**src/rtl/avalon_arb_pkg.sv**
```systemverilog
// Shared types and constants for the two-requester Avalon-MM arbiter.
package avalon_arb_pkg;

    localparam int unsigned DATA_WIDTH = 64;
    localparam int unsigned BYTES      = 8;

    typedef enum logic [1:0] {
        ARB_IDLE  = 2'd0,
        ARB_HOLD0 = 2'd1,
        ARB_HOLD1 = 2'd2
    } arb_state_t;

    typedef logic master_id_t;

endpackage

```
**src/rtl/arb_resp_fifo.sv**
```systemverilog
// In-order FIFO of requester IDs for reads awaiting s_readdatavalid.
// Push while full and pop while empty are dropped internally.
module arb_resp_fifo
    import avalon_arb_pkg::*;
#(
    parameter int unsigned DEPTH = 4
) (
    input  logic       i_clk,
    input  logic       i_rst_n,
    input  logic       i_push,
    input  logic       i_pop,
    input  master_id_t i_id,
    output master_id_t o_id,
    output logic       o_full,
    output logic       o_empty
);

    localparam int unsigned PtrW = (DEPTH > 1) ? $clog2(DEPTH) : 1;
    localparam int unsigned CntW = PtrW + 1;

    logic [DEPTH-1:0] r_mem;
    logic [PtrW-1:0]  r_wr_ptr;
    logic [PtrW-1:0]  r_rd_ptr;
    logic [CntW-1:0]  r_count;
    logic             w_push;
    logic             w_pop;

    assign o_full  = (r_count == CntW'(DEPTH));
    assign o_empty = (r_count == '0);
    assign w_push  = i_push & ~o_full;
    assign w_pop   = i_pop & ~o_empty;
    assign o_id    = r_mem[r_rd_ptr];

    // Storage, pointers and occupancy; pointers wrap naturally as DEPTH is a power of two.
    always_ff @(posedge i_clk or negedge i_rst_n) begin
        if (!i_rst_n) begin
            r_mem    <= '0;
            r_wr_ptr <= '0;
            r_rd_ptr <= '0;
            r_count  <= '0;
        end else begin
            if (w_push) begin
                r_mem[r_wr_ptr] <= i_id;
                r_wr_ptr        <= r_wr_ptr + PtrW'(1);
            end
            if (w_pop) begin
                r_rd_ptr <= r_rd_ptr + PtrW'(1);
            end
            if (w_push && !w_pop) begin
                r_count <= r_count + CntW'(1);
            end else if (!w_push && w_pop) begin
                r_count <= r_count - CntW'(1);
            end
        end
    end

endmodule

```
**src/rtl/avalon_arbiter.sv**
```systemverilog
// Two-requester Avalon-MM arbiter onto one pipelined slave port.
// Define AVALON_ARB_RR_EN for round-robin contention resolution; default is fixed priority
// (requester 0 wins).
module avalon_arbiter
    import avalon_arb_pkg::*;
#(
    parameter int unsigned ADDR_WIDTH      = 16,
    parameter int unsigned MAX_OUTSTANDING = 4
) (
    input  logic                  clock,
    input  logic                  reset,
    input  logic [ADDR_WIDTH-1:0] m0_address,
    input  logic [BYTES-1:0]      m0_byteenable,
    input  logic                  m0_read,
    input  logic                  m0_write,
    input  logic [DATA_WIDTH-1:0] m0_writedata,
    output logic [DATA_WIDTH-1:0] m0_readdata,
    output logic                  m0_waitrequest,
    output logic                  m0_readdatavalid,
    input  logic [ADDR_WIDTH-1:0] m1_address,
    input  logic [BYTES-1:0]      m1_byteenable,
    input  logic                  m1_read,
    input  logic                  m1_write,
    input  logic [DATA_WIDTH-1:0] m1_writedata,
    output logic [DATA_WIDTH-1:0] m1_readdata,
    output logic                  m1_waitrequest,
    output logic                  m1_readdatavalid,
    output logic [ADDR_WIDTH-1:0] s_address,
    output logic [BYTES-1:0]      s_byteenable,
    output logic                  s_read,
    output logic                  s_write,
    output logic [DATA_WIDTH-1:0] s_writedata,
    input  logic [DATA_WIDTH-1:0] s_readdata,
    input  logic                  s_waitrequest,
    input  logic                  s_readdatavalid,
    output logic                  err_unexpected
);

    arb_state_t r_state;
    arb_state_t w_state_next;
    logic       w_gnt_valid;
    master_id_t w_gnt_id;
    logic       w_sel1;
    logic       w_elig0;
    logic       w_elig1;
    logic       w_full;
    logic       w_empty;
    logic       w_push;
    logic       w_pop;
    master_id_t w_head;
    logic       r_err;

    // A read is only eligible with FIFO room; a same-cycle pop does not free a slot.
    assign w_elig0 = m0_write | (m0_read & ~w_full);
    assign w_elig1 = m1_write | (m1_read & ~w_full);

    assign w_push = s_read & ~s_waitrequest;
    assign w_pop  = reset & s_readdatavalid & ~w_empty;

    assign m0_readdata      = s_readdata;
    assign m1_readdata      = s_readdata;
    assign m0_readdatavalid = w_pop & (w_head == 1'b0);
    assign m1_readdatavalid = w_pop & (w_head == 1'b1);
    assign err_unexpected   = r_err;

`ifdef AVALON_ARB_RR_EN
    master_id_t r_last;

    // Remember who last completed a transfer so contention favours the other requester.
    always_ff @(posedge clock or negedge reset) begin
        if (!reset) begin
            r_last <= 1'b1;
        end else if ((s_read | s_write) & ~s_waitrequest) begin
            r_last <= w_gnt_id;
        end
    end
`endif

    // FSM state register.
    always_ff @(posedge clock or negedge reset) begin
        if (!reset) begin
            r_state <= ARB_IDLE;
        end else begin
            r_state <= w_state_next;
        end
    end

    // Next state: lock onto a stalled winner until the slave accepts.
    always_comb begin
        w_state_next = r_state;
        unique case (r_state)
            ARB_IDLE: begin
                if (w_gnt_valid && s_waitrequest) begin
                    w_state_next = w_gnt_id ? ARB_HOLD1 : ARB_HOLD0;
                end
            end
            ARB_HOLD0, ARB_HOLD1: begin
                if (!s_waitrequest) begin
                    w_state_next = ARB_IDLE;
                end
            end
            default: w_state_next = ARB_IDLE;
        endcase
    end

    // Outputs: grant decision and request mux; everything gated off while reset is low.
    always_comb begin
        w_gnt_valid = 1'b0;
        w_gnt_id    = 1'b0;
        if (reset) begin
            unique case (r_state)
                ARB_IDLE: begin
                    if (w_elig0 && w_elig1) begin
                        w_gnt_valid = 1'b1;
`ifdef AVALON_ARB_RR_EN
                        w_gnt_id    = ~r_last;
`else
                        w_gnt_id    = 1'b0;
`endif
                    end else if (w_elig0) begin
                        w_gnt_valid = 1'b1;
                        w_gnt_id    = 1'b0;
                    end else if (w_elig1) begin
                        w_gnt_valid = 1'b1;
                        w_gnt_id    = 1'b1;
                    end
                end
                ARB_HOLD0: begin
                    w_gnt_valid = 1'b1;
                    w_gnt_id    = 1'b0;
                end
                ARB_HOLD1: begin
                    w_gnt_valid = 1'b1;
                    w_gnt_id    = 1'b1;
                end
                default: ;
            endcase
        end

        w_sel1         = w_gnt_valid & w_gnt_id;
        s_address      = w_sel1 ? m1_address    : m0_address;
        s_byteenable   = w_sel1 ? m1_byteenable : m0_byteenable;
        s_writedata    = w_sel1 ? m1_writedata  : m0_writedata;
        s_read         = w_gnt_valid & (w_sel1 ? m1_read  : m0_read);
        s_write        = w_gnt_valid & (w_sel1 ? m1_write : m0_write);
        m0_waitrequest = (w_gnt_valid && !w_gnt_id) ? s_waitrequest : 1'b1;
        m1_waitrequest = (w_gnt_valid &&  w_gnt_id) ? s_waitrequest : 1'b1;
    end

    // Sticky flag for a response that no accepted read is waiting on.
    always_ff @(posedge clock or negedge reset) begin
        if (!reset) begin
            r_err <= 1'b0;
        end else if (s_readdatavalid && w_empty) begin
            r_err <= 1'b1;
        end
    end

    arb_resp_fifo #(
        .DEPTH (MAX_OUTSTANDING)
    ) u_resp_fifo (
        .i_clk   (clock),
        .i_rst_n (reset),
        .i_push  (w_push),
        .i_pop   (w_pop),
        .i_id    (w_gnt_id),
        .o_id    (w_head),
        .o_full  (w_full),
        .o_empty (w_empty)
    );

endmodule

```
**config.mk**
```make
export PLATFORM = sky130hd
export DESIGN_NAME = avalon_arbiter
export DESIGN_NICKNAME = d
export VERILOG_FILES = /design/src/rtl/avalon_arb_pkg.sv /design/src/rtl/arb_resp_fifo.sv /design/src/rtl/avalon_arbiter.sv
export SDC_FILE = /design/constraint.sdc
export NUM_CORES = 1
export LEC_CHECK = 0
export CAP_MARGIN = 20
export CORE_AREA = 2 2 181 183
export CTS_BUF_LIST = sky130_fd_sc_hd__clkbuf_2 sky130_fd_sc_hd__clkbuf_4 sky130_fd_sc_hd__clkbuf_8
export CTS_CLUSTER_DIAMETER = 150
export DETAILED_ROUTE_END_ITERATION = 10
export DIE_AREA = 0 0 183 185
export DONT_BUFFER_PORTS = 1
export GPL_TIMING_DRIVEN = 0
export PLACE_DENSITY = 0.3
export SYNTH_ARGS = -nofsm -noshare
export SYNTH_HDL_FRONTEND = slang
export SYNTH_HIERARCHICAL = 1
export SYNTH_SLANG_ARGS = --single-unit
export TNS_END_PERCENT = 1
```
**constraint.sdc**
```tcl
create_clock -name clock -period 4.2 [get_ports clock]
set_clock_uncertainty 0.15 [all_clocks]
set_input_delay 0.63 -clock clock [delete_from_list [all_inputs] [get_ports clock]]
set_output_delay 0.63 -clock clock [all_outputs]
set_load 0.005 [all_outputs]
```
After elaboration in Yosys (flattened, before gate mapping)
Index checks and enable logic that the tools add are counted.
{"block": "word_totals", "ff_bits": 14, "ramBits": 0, "memories": 0, "latchBits": 0, "mem_bits_ro": 0, "in_bits": 248, "word_cells": 79}
{"block": "classes", "n_shift": 0, "n_addsub": 4, "n_mul": 0, "n_mux": 27, "order_cmp": 3, "div_mod_pow": 0, "bitwise": 18, "n_eq_ne": 5, "n_reduce_logical": 16}
{"cell": "$mux 64", "n": 1}
{"cell": "$mux 16", "n": 1}
{"cell": "$mux 1", "n": 13}
{"cell": "$and 1x1->1", "n": 12}
{"cell": "$logic_and 1x1->1", "n": 8}
{"cell": "$mux 8", "n": 1}
{"cell": "$lt 2x3->1 const B", "n": 2}
{"cell": "$mux 2", "n": 3}
{"cell": "$mux 3", "n": 2}
{"cell": "$add 2x1->2 const B", "n": 2}
{"cell": "$bwmux 4", "n": 1}
{"cell": "$ne 2x2->1 const B", "n": 2}
{"cell": "$not 1->1", "n": 4}
{"cell": "$pmux 1 s2", "n": 2}
{"cell": "$pmux 2 s2", "n": 1}
{"cell": "$add 3x1->3 const B", "n": 1}
{"cell": "$eq 3x3->1 const B", "n": 1}
{"cell": "$logic_not 1->1", "n": 3}
{"cell": "$logic_not 3->1", "n": 1}
{"cell": "$sub 3x1->3 const B", "n": 1}
{"cell": "$bmux 1 s2", "n": 1}
{"cell": "$demux 1 s2", "n": 1}
{"cell": "$eq 2x1->1 const B", "n": 1}
{"cell": "$eq 2x2->1 const B", "n": 1}
{"cell": "6 further kinds", "n": 7}

Longest topological paths before layout
Gate-level depths: netlist of run 1.
{"block": "logic_depth", "depth_word": 18, "mapped_depth": 15, "mapped_depth_nobuf": 14}

Cells and area by module
Netlist of run 1, hierarchy kept.
{"module": "avalon_arbiter", "n_inst": 1, "cells_each": 271, "seq_area_each_um2": 75.1, "area_each_um2": 2437.3}
{"module": "arb_resp_fifo", "n_inst": 1, "cells_each": 53, "seq_area_each_um2": 275.3, "area_each_um2": 603.1}

Worst setup path after synthesis of run 1
OpenSTA, ideal clock, no wires.
{"block": "synth_timing", "path_type": "flip-flop to flip-flop", "startpoint": "register u_resp_fifo.r_count[0]", "endpoint": "register u_resp_fifo.r_count[2]", "path_buffers": 1, "period_less_slack_ps": 3223, "path_stages_with_launch": 15, "setup_slack_ps": 977, "arrival_time_ps": 2994, "cell_sequence": "dfrtp_1 -> nor3b_4 -> nor2b_1 -> a2111oi_4 -> o21ai_0 -> a21boi_0 -> nand2b_1 -> buf_6 -> inv_1 -> ha_1 -> inv_1 -> fa_1 -> xor2_1 -> nor2_1 -> xor2_1"}
{"block": "synth_via", "elab_chain_len": 17, "elab_cells_between_ends": 34, "cone_classes": "2 x add/sub; 1 x eq/ne; 12 x mux; 12 x bitwise; 7 x reduce/logical"}
{"element": "from (decl)", "line": "arb_resp_fifo.sv:24", "text": "logic [CntW-1:0] r_count;"}
{"element": "from (signal assigned)", "line": "arb_resp_fifo.sv:50", "text": "r_count <= r_count + CntW'(1);"}
{"element": "from (signal assigned)", "line": "arb_resp_fifo.sv:52", "text": "r_count <= r_count - CntW'(1);"}
{"element": "$eq 3x3->1 *", "line": "arb_resp_fifo.sv:28", "text": "assign o_full = (r_count == CntW'(DEPTH));"}
{"element": "net w_full", "line": "avalon_arbiter.sv:46", "text": "logic w_full;"}
{"element": "$not 1->1 *", "line": "avalon_arbiter.sv:54, avalon_arbiter.sv:55"}
{"element": "$and 1x1->1", "line": "avalon_arbiter.sv:55", "text": "assign w_elig1 = m1_write | (m1_read & ~w_full);"}
{"element": "$or 1x1->1", "line": "avalon_arbiter.sv:55"}
{"element": "$mux 1", "line": "avalon_arbiter.sv:123", "text": "end else if (w_elig1) begin"}
{"element": "$mux 1", "line": "avalon_arbiter.sv:120", "text": "end else if (w_elig0) begin"}
{"element": "$mux 1", "line": "avalon_arbiter.sv:113", "text": "if (w_elig0 && w_elig1) begin"}
{"element": "[... 4 more ...]"}
{"element": "$and 1x1->1 *", "line": "avalon_arbiter.sv:144", "text": "s_read = w_gnt_valid & (w_sel1 ? m1_read : m0_read);"}
{"element": "$and 1x1->1 *", "line": "avalon_arbiter.sv:57", "text": "assign w_push = s_read & ~s_waitrequest;"}
{"element": "net w_push", "line": "avalon_arbiter.sv:48", "text": "logic w_push;"}
{"element": "$and 1x1->1 *", "line": "arb_resp_fifo.sv:30", "text": "assign w_push = i_push & ~o_full;"}
{"element": "net u_resp_fifo.w_push", "line": "arb_resp_fifo.sv:25", "text": "logic w_push;"}
{"element": "$logic_not 1->1", "line": "arb_resp_fifo.sv:51", "text": "end else if (!w_push && w_pop) begin"}
{"element": "$logic_and 1x1->1", "line": "arb_resp_fifo.sv:51"}
{"element": "$reduce_bool 2->1 (no line)"}
The timed path passes the listed nets; every way through them passes the cells marked *. The select of a mux whose other input is x is not followed.
A chain may end at the register's enable or synchronous reset.

Worst setup path after layout of run 1
Same ends and word-level chain as after synthesis.

==> flow_summary.html, run 1 <==
<table>
<tr><th>Metric</th><th>Value</th></tr>
<tr><th colspan="2">Worst setup path</th></tr>
<tr><td>Top fanout value on the critical path</td><td>8</td></tr>
<tr><td>Peak per-stage delay on the critical path</td><td>470 ps</td></tr>
<tr><td>Flop2flop setup slack</td><td>510 ps</td></tr>
<tr><td>Data required time of the critical path</td><td>approximately 4200 ps</td></tr>
<tr><td>Cell chain of the critical path</td><td>nor3b_4, nor2b_1, a2111oi_4, o21ai_0, a21boi_1, nand2b_1, buf_6, inv_1, ha_1, inv_1, fa_1, xor2_1, nor2_1, xor2_1</td></tr>
<tr><td>Cell depth of the worst setup path</td><td>14</td></tr>
<tr><td>Cell depth of the worst flop-to-flop path</td><td>14</td></tr>
<tr><td>Count of buffer and inverter cells on the critical path</td><td>3</td></tr>
<tr><td>Critical path type</td><td>register to register</td></tr>
<tr><td>Slowest library cell on the worst path</td><td>sky130_fd_sc_hd__a2111oi_4</td></tr>
<tr><td>Arrival time at the worst endpoint</td><td>approximately 3700 ps</td></tr>
<tr><td>Kind of cell adding the most delay to the critical path</td><td>compound AO/OA/AOI/OAI gates</td></tr>
<tr><td>Critical Path Start</td><td>u_resp_fifo/r_count[0]</td></tr>
<tr><td>Capture point of the worst reg-to-reg path</td><td>u_resp_fifo/r_count[2]</td></tr>
<tr><td>Kind of end point of the critical path</td><td>register</td></tr>
<tr><td>Startpoint kind of the worst setup timing path</td><td>register</td></tr>
<tr><td>Reg2reg start</td><td>u_resp_fifo/r_count[0]</td></tr>
<tr><th colspan="2">Min path</th></tr>
<tr><td>Worst hold path type</td><td>register to register</td></tr>
<tr><td>Min-Delay Endpoint</td><td>err_unexpected</td></tr>
<tr><td>Hold_sp</td><td>err_unexpected</td></tr>
<tr><td>Number of cells on the worst hold path</td><td>1</td></tr>
<tr><th colspan="2">Placed design</th></tr>
<tr><td>Sum of net half-perimeters after detailed placement</td><td>14.8 mm</td></tr>
<tr><td>Placed cell area</td><td>around 0.0036 mm²</td></tr>
<tr><td># placed instances</td><td>732</td></tr>
<tr><td>Number of buffers inserted by port buffering</td><td>0</td></tr>
<tr><td>Placer congestion estimate</td><td>approximately 0.85</td></tr>
<tr><th colspan="2">Routing</th></tr>
<tr><td>Count of TritonRoute iterations in the first routing pass</td><td>4</td></tr>
<tr><td>Initial detailed-routing violation count</td><td>65</td></tr>
<tr><td>Aggregate routed wire length</td><td>approximately 16 mm</td></tr>
<tr><td>Number of vias per cell</td><td>about 3.1</td></tr>
<tr><td>Avg WL per Cell</td><td>21.3 µm</td></tr>
<tr><td>Total DRC errors in the routed layout</td><td>0</td></tr>
<tr><td>Routed vias</td><td>2307</td></tr>
<tr><td>Detail Route Antenna Nets</td><td>0</td></tr>
<tr><th colspan="2">Pwr</th></tr>
<tr><td>Maximum vdd drop</td><td>about 0.088 mV</td></tr>
<tr><td>Static leakage power</td><td>around 0.0015 µW</td></tr>
<tr><td>Cell-internal power</td><td>between 600 and 700 µW</td></tr>
<tr><td>Switching portion of total power</td><td>0.423</td></tr>
<tr><td>Part of the total power dissipated in sequential elements</td><td>0.227</td></tr>
<tr><td>Pwr/cell area</td><td>around 300 mW/mm²</td></tr>
<tr><td>Switching pwr</td><td>about 460 µW</td></tr>
<tr><td>Share of total power in combinational logic</td><td>0.650</td></tr>
<tr><td>Portion of total power attributed to the clock network</td><td>0.123</td></tr>
<tr><td>Power consumption</td><td>1090 µW</td></tr>
<tr><th colspan="2">Cells and area</th></tr>
<tr><td>Layout Cells excl Fill</td><td>approximately 740</td></tr>
<tr><td>Area of all placed cells without fillers</td><td>between 0.003 and 0.004 mm²</td></tr>
<tr><td>Share of post-route cells with drive strength above 1</td><td>0.733</td></tr>
<tr><td>Post-layout nets</td><td>587</td></tr>
<tr><td>Layout-stage area growth over the synthesis result</td><td>19.3%</td></tr>
<tr><td>Number of fill cells in the layout</td><td>about 3700</td></tr>
<tr><th colspan="2">Yosys</th></tr>
<tr><td>Syn Nets</td><td>between 500 and 600</td></tr>
<tr><td>Flop and latch count out of synthesis</td><td>14</td></tr>
<tr><td>Gate count after technology mapping</td><td>~320</td></tr>
<tr><td>Sequential share of the synthesized area</td><td>0.115</td></tr>
<tr><td>Yosys Warn Count</td><td>6</td></tr>
<tr><td>Number of enable-type register cells in the synthesized netlist</td><td>0</td></tr>
<tr><td>Count of cell types in the netlist</td><td>35</td></tr>
<tr><td>Mean Syn Cell Area</td><td>around 9.4 µm²</td></tr>
<tr><td>Post-synthesis async set-or-reset flop share</td><td>1.00</td></tr>
<tr><td>Post-Syn Area</td><td>between 0.003 and 0.004 mm²</td></tr>
<tr><td>Dominant register cell in the synthesized netlist</td><td>sky130_fd_sc_hd__dfrtp_1</td></tr>
<tr><th colspan="2">Clock tree</th></tr>
<tr><td>TritonCTS Buffers</td><td>3</td></tr>
<tr><td>Clock latency at the later pin of the worst-skew pair</td><td>between 200 and 300 ps</td></tr>
<tr><td>CTS H-tree depth</td><td>1</td></tr>
<tr><td>Clock-pin slew of the registers on the worst-case setup and hold paths</td><td>around 60 ps</td></tr>
<tr><td>Bufs on Longest Clock Path</td><td>2</td></tr>
<tr><td>CTS sink cnt</td><td>14</td></tr>
<tr><td>Root Driver</td><td>sky130_fd_sc_hd__clkbuf_8</td></tr>
<tr><td>TritonCTS clock tree</td><td>done</td></tr>
<tr><th colspan="2">Die</th></tr>
<tr><td>Effective utilization at floorplan</td><td>0.0949</td></tr>
<tr><td>DIE AREA</td><td>approximately 0.034 mm²</td></tr>
<tr><td>Area of the placeable core</td><td>between 0.03 and 0.04 mm²</td></tr>
<tr><td>Site row count</td><td>66</td></tr>
<tr><td>Die span in y</td><td>between 150 and 200 µm</td></tr>
<tr><td>Die width</td><td>~180 µm</td></tr>
<tr><td>Total I/O pin count</td><td>roughly 470</td></tr>
<tr><th colspan="2">Timing</th></tr>
<tr><td>Worst Tran Pin Value</td><td>775 ps</td></tr>
<tr><td>Final critical-path share of the clock period</td><td>0.879</td></tr>
<tr><td>Final setup violation count</td><td>0</td></tr>
<tr><td>Achievable frequency</td><td>roughly 270 MHz</td></tr>
<tr><td>Pins over their slew limit</td><td>0</td></tr>
<tr><td>Summed negative setup slack over all endpoints</td><td>0 ps</td></tr>
<tr><td>Number of hold-slack violations in the final timing report</td><td>0</td></tr>
<tr><td>Max transition margin</td><td>0.479</td></tr>
<tr><td>Minimum clock period after layout</td><td>3690 ps</td></tr>
<tr><td>Setup repair after global routing missed its margin</td><td>false</td></tr>
<tr><td>Worst hold slack after final layout</td><td>around 340 ps</td></tr>
<tr><th colspan="2">Run status</th></tr>
<tr><td>Result of the run</td><td>finished clean</td></tr>
<tr><th colspan="2">Global routing</th></tr>
<tr><td>Maximum number of pins on one net before global-route repair</td><td>15</td></tr>
<tr><td>Antenna violations before repair</td><td>4</td></tr>
<tr><td>First-pass GRT wire length</td><td>18.0 mm</td></tr>
<tr><td>Total gr overflow</td><td>0</td></tr>
<tr><td>Number of global-route vias before repair</td><td>2196</td></tr>
<tr><td>All-layer global routing usage</td><td>0.0799</td></tr>
<tr><th colspan="2">Flow run</th></tr>
<tr><td>Number of max-cap violations</td><td>0</td></tr>
</table>
## sequential cells by signal, summed over array words and instances, names as in the netlist
| name | count |
|---|---|
| r_state | 2 |
| u_resp_fifo/r_count | 3 |
| u_resp_fifo/r_mem | 4 |
| err_unexpected | 1 |
| u_resp_fifo/r_rd_ptr | 2 |
| u_resp_fifo/r_wr_ptr | 2 |
## synthesized netlist by cell type, types with 2 or more instances
library cell | n | share of area
sky130_fd_sc_hd__buf_4 | 136 | 0.34
sky130_fd_sc_hd__nor2b_1 | 3 | 0.0062
sky130_fd_sc_hd__nand3b_1 | 2 | 0.0049
sky130_fd_sc_hd__inv_1 | 10 | 0.012
sky130_fd_sc_hd__mux2_4 | 10 | 0.049
sky130_fd_sc_hd__nand2_1 | 13 | 0.016
sky130_fd_sc_hd__xor2_1 | 2 | 0.0058
sky130_fd_sc_hd__dfrtp_1 | 14 | 0.12
sky130_fd_sc_hd__o21ai_0 | 10 | 0.016
sky130_fd_sc_hd__nand2b_1 | 2 | 0.0041
sky130_fd_sc_hd__mux2_2 | 80 | 0.30
sky130_fd_sc_hd__nor2_1 | 4 | 0.0049
sky130_fd_sc_hd__nor3_1 | 2 | 0.0033
sky130_fd_sc_hd__o21ai_1 | 2 | 0.0033
sky130_fd_sc_hd__xnor2_1 | 4 | 0.012
sky130_fd_sc_hd__ha_1 | 8 | 0.033
sky130_fd_sc_hd__a21oi_1 | 2 | 0.0033
sky130_fd_sc_hd__buf_6 | 3 | 0.011
## placed cells by master (no fill, tap or decap), types with 2 or more instances in the layout
master,n
sky130_fd_sc_hd__xor2_1,2
sky130_fd_sc_hd__nand2b_1,2
sky130_fd_sc_hd__o21ai_0,10
sky130_fd_sc_hd__xnor2_1,4
sky130_fd_sc_hd__nor2b_1,3
sky130_fd_sc_hd__nor2_1,4
sky130_fd_sc_hd__o21ai_1,2
sky130_fd_sc_hd__inv_1,10
sky130_fd_sc_hd__mux2_4,10
sky130_fd_sc_hd__diode_2,5
sky130_fd_sc_hd__nor3_1,2
sky130_fd_sc_hd__buf_4,136
sky130_fd_sc_hd__nand2_1,13
sky130_fd_sc_hd__dfrtp_1,14
sky130_fd_sc_hd__mux2_2,80
sky130_fd_sc_hd__a21oi_1,2
sky130_fd_sc_hd__nand3b_1,2
sky130_fd_sc_hd__clkbuf_8,4
sky130_fd_sc_hd__buf_6,3
sky130_fd_sc_hd__ha_1,8
## area by class of cell
| cell class | count | area [µm²] | area share |
|---|---|---|---|
| Buffer | 139 | 1050 | 0.291 |
| Sequential cell | 14 | 350 | 0.0966 |
| Timing Repair Buffer | 1 | 10.0 | 0.00276 |
| Tap cell | 408 | 510 | 0.141 |
| Antenna cell | 5 | 12.5 | 0.00345 |
| Clock buffer | 4 | 55.1 | 0.0152 |
| Multi-Input combinational cell | 161 | 1600 | 0.440 |
| Inverter | 10 | 37.5 | 0.0103 |
## per-stage QoR
stage	utilization	worst slack [ps]
after floorplan	-	977
after global placement	0.111	333
after detailed placement	0.111	265
after CTS	0.113	238
after global routing	0.113	68.3
final	0.113	510
## power by group through the flow
stage	registers [µW]	clock network [µW]	logic (µW)
after CTS	247	142	726
after floorplan	237	0	540
final	247	133	706
after global routing	259	151	768
after global placement	247	0	711
after detailed placement	249	0	719
## timing repair
item                       4_1_cts  5_1_grt
hold buffers                     1        0
buffers inserted                 0        0
hold endpoints to repair        14        0
setup endpoints to repair        0        2
resized for setup                0        1
## kinds of logic (layout without fill, tap and decap cells)
family	after synthesis	count (layout)	share of synthesized area
XOR/XNOR	6	6	0.0173
AND/OR/NAND/NOR	31	31	0.0564
multiplexers	91	91	0.353
flip-flops	14	14	0.115
adder cells (fa/ha/maj)	9	9	0.0395
buffers and inverters	149	154	0.359
AO/OA/AOI/OAI	24	24	0.0593
other	0	5	0
## per-layer routing
layer  GRT usage  up-vias  share of wire
met2       0.144      229           0.53
met1      0.0863     1080           0.34
met3      0.0285       18           0.11
met5      0.0133        -         0.0039
li1            -      978              -
met4      0.0259        2          0.022
## worst max-delay path by stage
stage,slack [ps],endpoint
global route,70,u_resp_fifo/r_count[2]
global placement,330,u_resp_fifo/r_count[2]
detailed placement,270,u_resp_fifo/r_count[2]
floorplan,980,u_resp_fifo/r_count[2]
CTS,240,u_resp_fifo/r_count[2]
finish,510,u_resp_fifo/r_count[2]
No activity file was read; power rests on OpenSTA's default activity.
==> run 2: changes to the inputs <==
- SETUP_SLACK_MARGIN: unset -> 0.5
==> flow_summary.html, run 2 (same netlist as run 1, synthesis figures left out) <==
<table>
<tr><th>Metric</th><th>Value</th></tr>
<tr><th colspan="2">Run status</th></tr>
<tr><td>Result of the run</td><td>finished clean</td></tr>
<tr><th colspan="2">Timing</th></tr>
<tr><td>Max transition margin</td><td>0.479 (about the same)</td></tr>
<tr><td>Pins over their slew limit</td><td>0 (unchanged)</td></tr>
<tr><td>Achievable frequency</td><td>284 MHz (+4.9%)</td></tr>
<tr><td>Summed negative setup slack over all endpoints</td><td>0 ps (unchanged)</td></tr>
<tr><td>Worst Tran Pin Value</td><td>775 ps (-0.0330 ps)</td></tr>
<tr><td>Final setup violation count</td><td>0 (unchanged)</td></tr>
<tr><td>Setup repair after global routing missed its margin</td><td>true</td></tr>
<tr><td>Final critical-path share of the clock period</td><td>0.838 (-0.0409)</td></tr>
<tr><td>Number of hold-slack violations in the final timing report</td><td>0 (unchanged)</td></tr>
<tr><td>Minimum clock period after layout</td><td>3520 ps (-172 ps)</td></tr>
<tr><td>Worst hold slack after final layout</td><td>343 ps (unchanged)</td></tr>
<tr><th colspan="2">Clock tree</th></tr>
<tr><td>CTS sink cnt</td><td>14 (unchanged)</td></tr>
<tr><td>Clock latency at the later pin of the worst-skew pair</td><td>250 ps (about the same)</td></tr>
<tr><td>CTS H-tree depth</td><td>1 (unchanged)</td></tr>
<tr><td>TritonCTS Buffers</td><td>3 (unchanged)</td></tr>
<tr><td>Bufs on Longest Clock Path</td><td>2 (unchanged)</td></tr>
<tr><td>Clock-pin slew of the registers on the worst-case setup and hold paths</td><td>60 ps (about the same)</td></tr>
<tr><td>Root Driver</td><td>sky130_fd_sc_hd__clkbuf_8</td></tr>
<tr><td>TritonCTS clock tree</td><td>done</td></tr>
<tr><th colspan="2">Worst setup path</th></tr>
<tr><td>Cell chain of the critical path</td><td>inv_1, ha_1, or3_1, o221ai_2, o21bai_1, buf_6, buf_6, buf_6, mux2_4</td></tr>
<tr><td>Critical path's most frequent cell</td><td>sky130_fd_sc_hd__buf_6</td></tr>
<tr><td>Kind of end point of the critical path</td><td>primary output</td></tr>
<tr><td>Peak per-stage delay on the critical path</td><td>370 ps (-100 ps)</td></tr>
<tr><td>Slowest library cell on the worst path</td><td>sky130_fd_sc_hd__dfrtp_1</td></tr>
<tr><td>Arrival time at the worst endpoint</td><td>2740 ps (-970 ps)</td></tr>
<tr><td>Critical path type</td><td>register to primary output</td></tr>
<tr><td>Data required time of the critical path</td><td>3420 ps (-800 ps)</td></tr>
<tr><td>Startpoint kind of the worst setup timing path</td><td>register</td></tr>
<tr><td>Top fanout value on the critical path</td><td>10 (+2)</td></tr>
<tr><th colspan="2">Cells and area</th></tr>
<tr><td>Leading cell type in the layout, fill and taps excluded</td><td>sky130_fd_sc_hd__buf_4</td></tr>
<tr><td>Reg area</td><td>350 µm² (unchanged)</td></tr>
<tr><td>Share of post-route cells with drive strength above 1</td><td>0.736 (+0.00384)</td></tr>
<tr><td>Largest regs</td><td>u_resp_fifo/r_mem: 4 flops, u_resp_fifo/r_count: 3 flops</td></tr>
<tr><td>Number of fill cells in the layout</td><td>3672 (-0.054%)</td></tr>
<tr><td>Layout Cells excl Fill</td><td>742 (unchanged)</td></tr>
<tr><td>Top reg by flops</td><td>u_resp_fifo/r_mem</td></tr>
<tr><td>Number of flip-flops under the largest register name</td><td>4 (unchanged)</td></tr>
<tr><td>Layout-stage area growth over the synthesis result</td><td>19.8%</td></tr>
<tr><td>Top library cells by usage in the layout, fill and taps aside</td><td>sky130_fd_sc_hd__buf_4, sky130_fd_sc_hd__mux2_2, sky130_fd_sc_hd__dfrtp_1, sky130_fd_sc_hd__nand2_1</td></tr>
<tr><td>Post-layout nets</td><td>588 (+0.17%)</td></tr>
<tr><td>Area taken by multi-input logic gates</td><td>0.00160 mm² (+0.24%)</td></tr>
<tr><th colspan="2">Die</th></tr>
<tr><td>Area of the placeable core</td><td>0.0320 mm² (unchanged)</td></tr>
<tr><td>Total I/O pin count</td><td>471 (unchanged)</td></tr>
<tr><td>DIE AREA</td><td>0.0339 mm² (unchanged)</td></tr>
<tr><td>Die width</td><td>183 µm (unchanged)</td></tr>
<tr><td>Site row count</td><td>66 (unchanged)</td></tr>
<tr><td>Die span in y</td><td>185 µm (unchanged)</td></tr>
<tr><td>Effective utilization at floorplan</td><td>0.0949 (unchanged)</td></tr>
<tr><th colspan="2">Routing</th></tr>
<tr><td>Total DRC errors in the routed layout</td><td>0 (unchanged)</td></tr>
<tr><td>Routed vias</td><td>2295 (-0.52%)</td></tr>
<tr><td>Count of TritonRoute iterations in the first routing pass</td><td>4 (unchanged)</td></tr>
<tr><td>Number of vias per cell</td><td>3.09 (-0.52%)</td></tr>
<tr><td>Avg WL per Cell</td><td>21.3 µm (-0.11%)</td></tr>
<tr><td>Initial detailed-routing violation count</td><td>89 (+37%)</td></tr>
<tr><td>Aggregate routed wire length</td><td>15.8 mm (-0.11%)</td></tr>
<tr><td>Detail Route Antenna Nets</td><td>0 (unchanged)</td></tr>
<tr><th colspan="2">Pwr</th></tr>
<tr><td>Maximum vdd drop</td><td>0.0888 mV (+0.58%)</td></tr>
<tr><td>Static leakage power</td><td>0.00156 µW (+0.47%)</td></tr>
<tr><td>Pwr/cell area</td><td>299 mW/mm² (about the same)</td></tr>
<tr><th colspan="2">Global routing</th></tr>
<tr><td>Antenna violations before repair</td><td>4 (unchanged)</td></tr>
<tr><td>First-pass GRT wire length</td><td>18.0 mm (unchanged)</td></tr>
<tr><td>Maximum number of pins on one net before global-route repair</td><td>15 (unchanged)</td></tr>
<tr><td>Number of global-route vias before repair</td><td>2197 (+0.046%)</td></tr>
<tr><td>All-layer global routing usage</td><td>0.0800 (about the same)</td></tr>
<tr><td>Total gr overflow</td><td>0 (unchanged)</td></tr>
<tr><th colspan="2">Placed design</th></tr>
<tr><td># placed instances</td><td>732 (unchanged)</td></tr>
<tr><td>Sum of net half-perimeters after detailed placement</td><td>14.8 mm (unchanged)</td></tr>
<tr><td>Number of buffers inserted by port buffering</td><td>0 (unchanged)</td></tr>
<tr><td>Placer congestion estimate</td><td>0.851 (unchanged)</td></tr>
<tr><th colspan="2">Flow run</th></tr>
<tr><td>Number of max-cap violations</td><td>0 (unchanged)</td></tr>
<tr><th colspan="2">Min path</th></tr>
<tr><td>Worst hold path type</td><td>register to register</td></tr>
</table>
run 2: cell type report:
class	count	share of cell area
Multi-Input combinational cell	161	0.440
Clock buffer	4	0.0151
Inverter	10	0.0103
Tap cell	408	0.140
Sequential cell	14	0.0962
Antenna cell	4	0.00275
Timing Repair Buffer	2	0.00481
Buffer	139	0.291
run 2: what timing repair did:
item                                   in CTS  in global routing
setup endpoints to repair                   2                 10
resized for setup                           2                  1
setup buffers                               0                  1
endpoints found under the hold margin      14                  0
pin swaps                                   0                  3
hold buffers                                1                  0
run 2: where the power goes:
part	switching [µW]	internal [µW]	total, µW
Combinational	353	357	710
Clock	50.2	83.0	133
Sequential	57.3	190	247
Total	460	629	1090
run 2: routing by layer:
| layer | part of all wire | wire (µm) | GRT usage |
|---|---|---|---|
| met1 | 0.34 | 5420 | 0.0866 |
| met2 | 0.53 | 8330 | 0.144 |
| met3 | 0.10 | 1660 | 0.0279 |
| met4 | 0.022 | 355 | 0.0259 |
| met5 | 0.0039 | 61 | 0.0133 |
run 2: critical path, delay by kind of cell, from the launching register on:
kind            cells  cell delay [ps]
simple gates        1              340
mux                 1              370
buf+inv             4              650
compound gates      2              400
flops               1              370
fa+ha+maj           1              350
run 2: worst paths after layout:
check,start,to,slack [ps],cells past startpoint
worst min register to register,err_unexpected,err_unexpected,340,1
worst min-delay path,err_unexpected,err_unexpected,340,1
min in group asynchronous,reset,err_unexpected,730,1
worst max-delay path,r_state[0],s_writedata[55],680,9
max in group asynchronous,reset,u_resp_fifo/r_mem[3],2700,1
worst max register to register,u_resp_fifo/r_count[0],u_resp_fifo/r_count[2],850,14
run 2: metrics by stage:
stage | power, µW | utilization | setup WS [ps] | cell area (µm²)
CTS | 1120 | 0.113 | 582 | 3620
finish | 1090 | 0.114 | 681 | 3640
global placement | 958 | 0.111 | 333 | 3550
detailed placement | 969 | 0.111 | 265 | 3550
floorplan | 777 | - | 977 | 3040
global route | 1180 | 0.113 | 469 | 3630
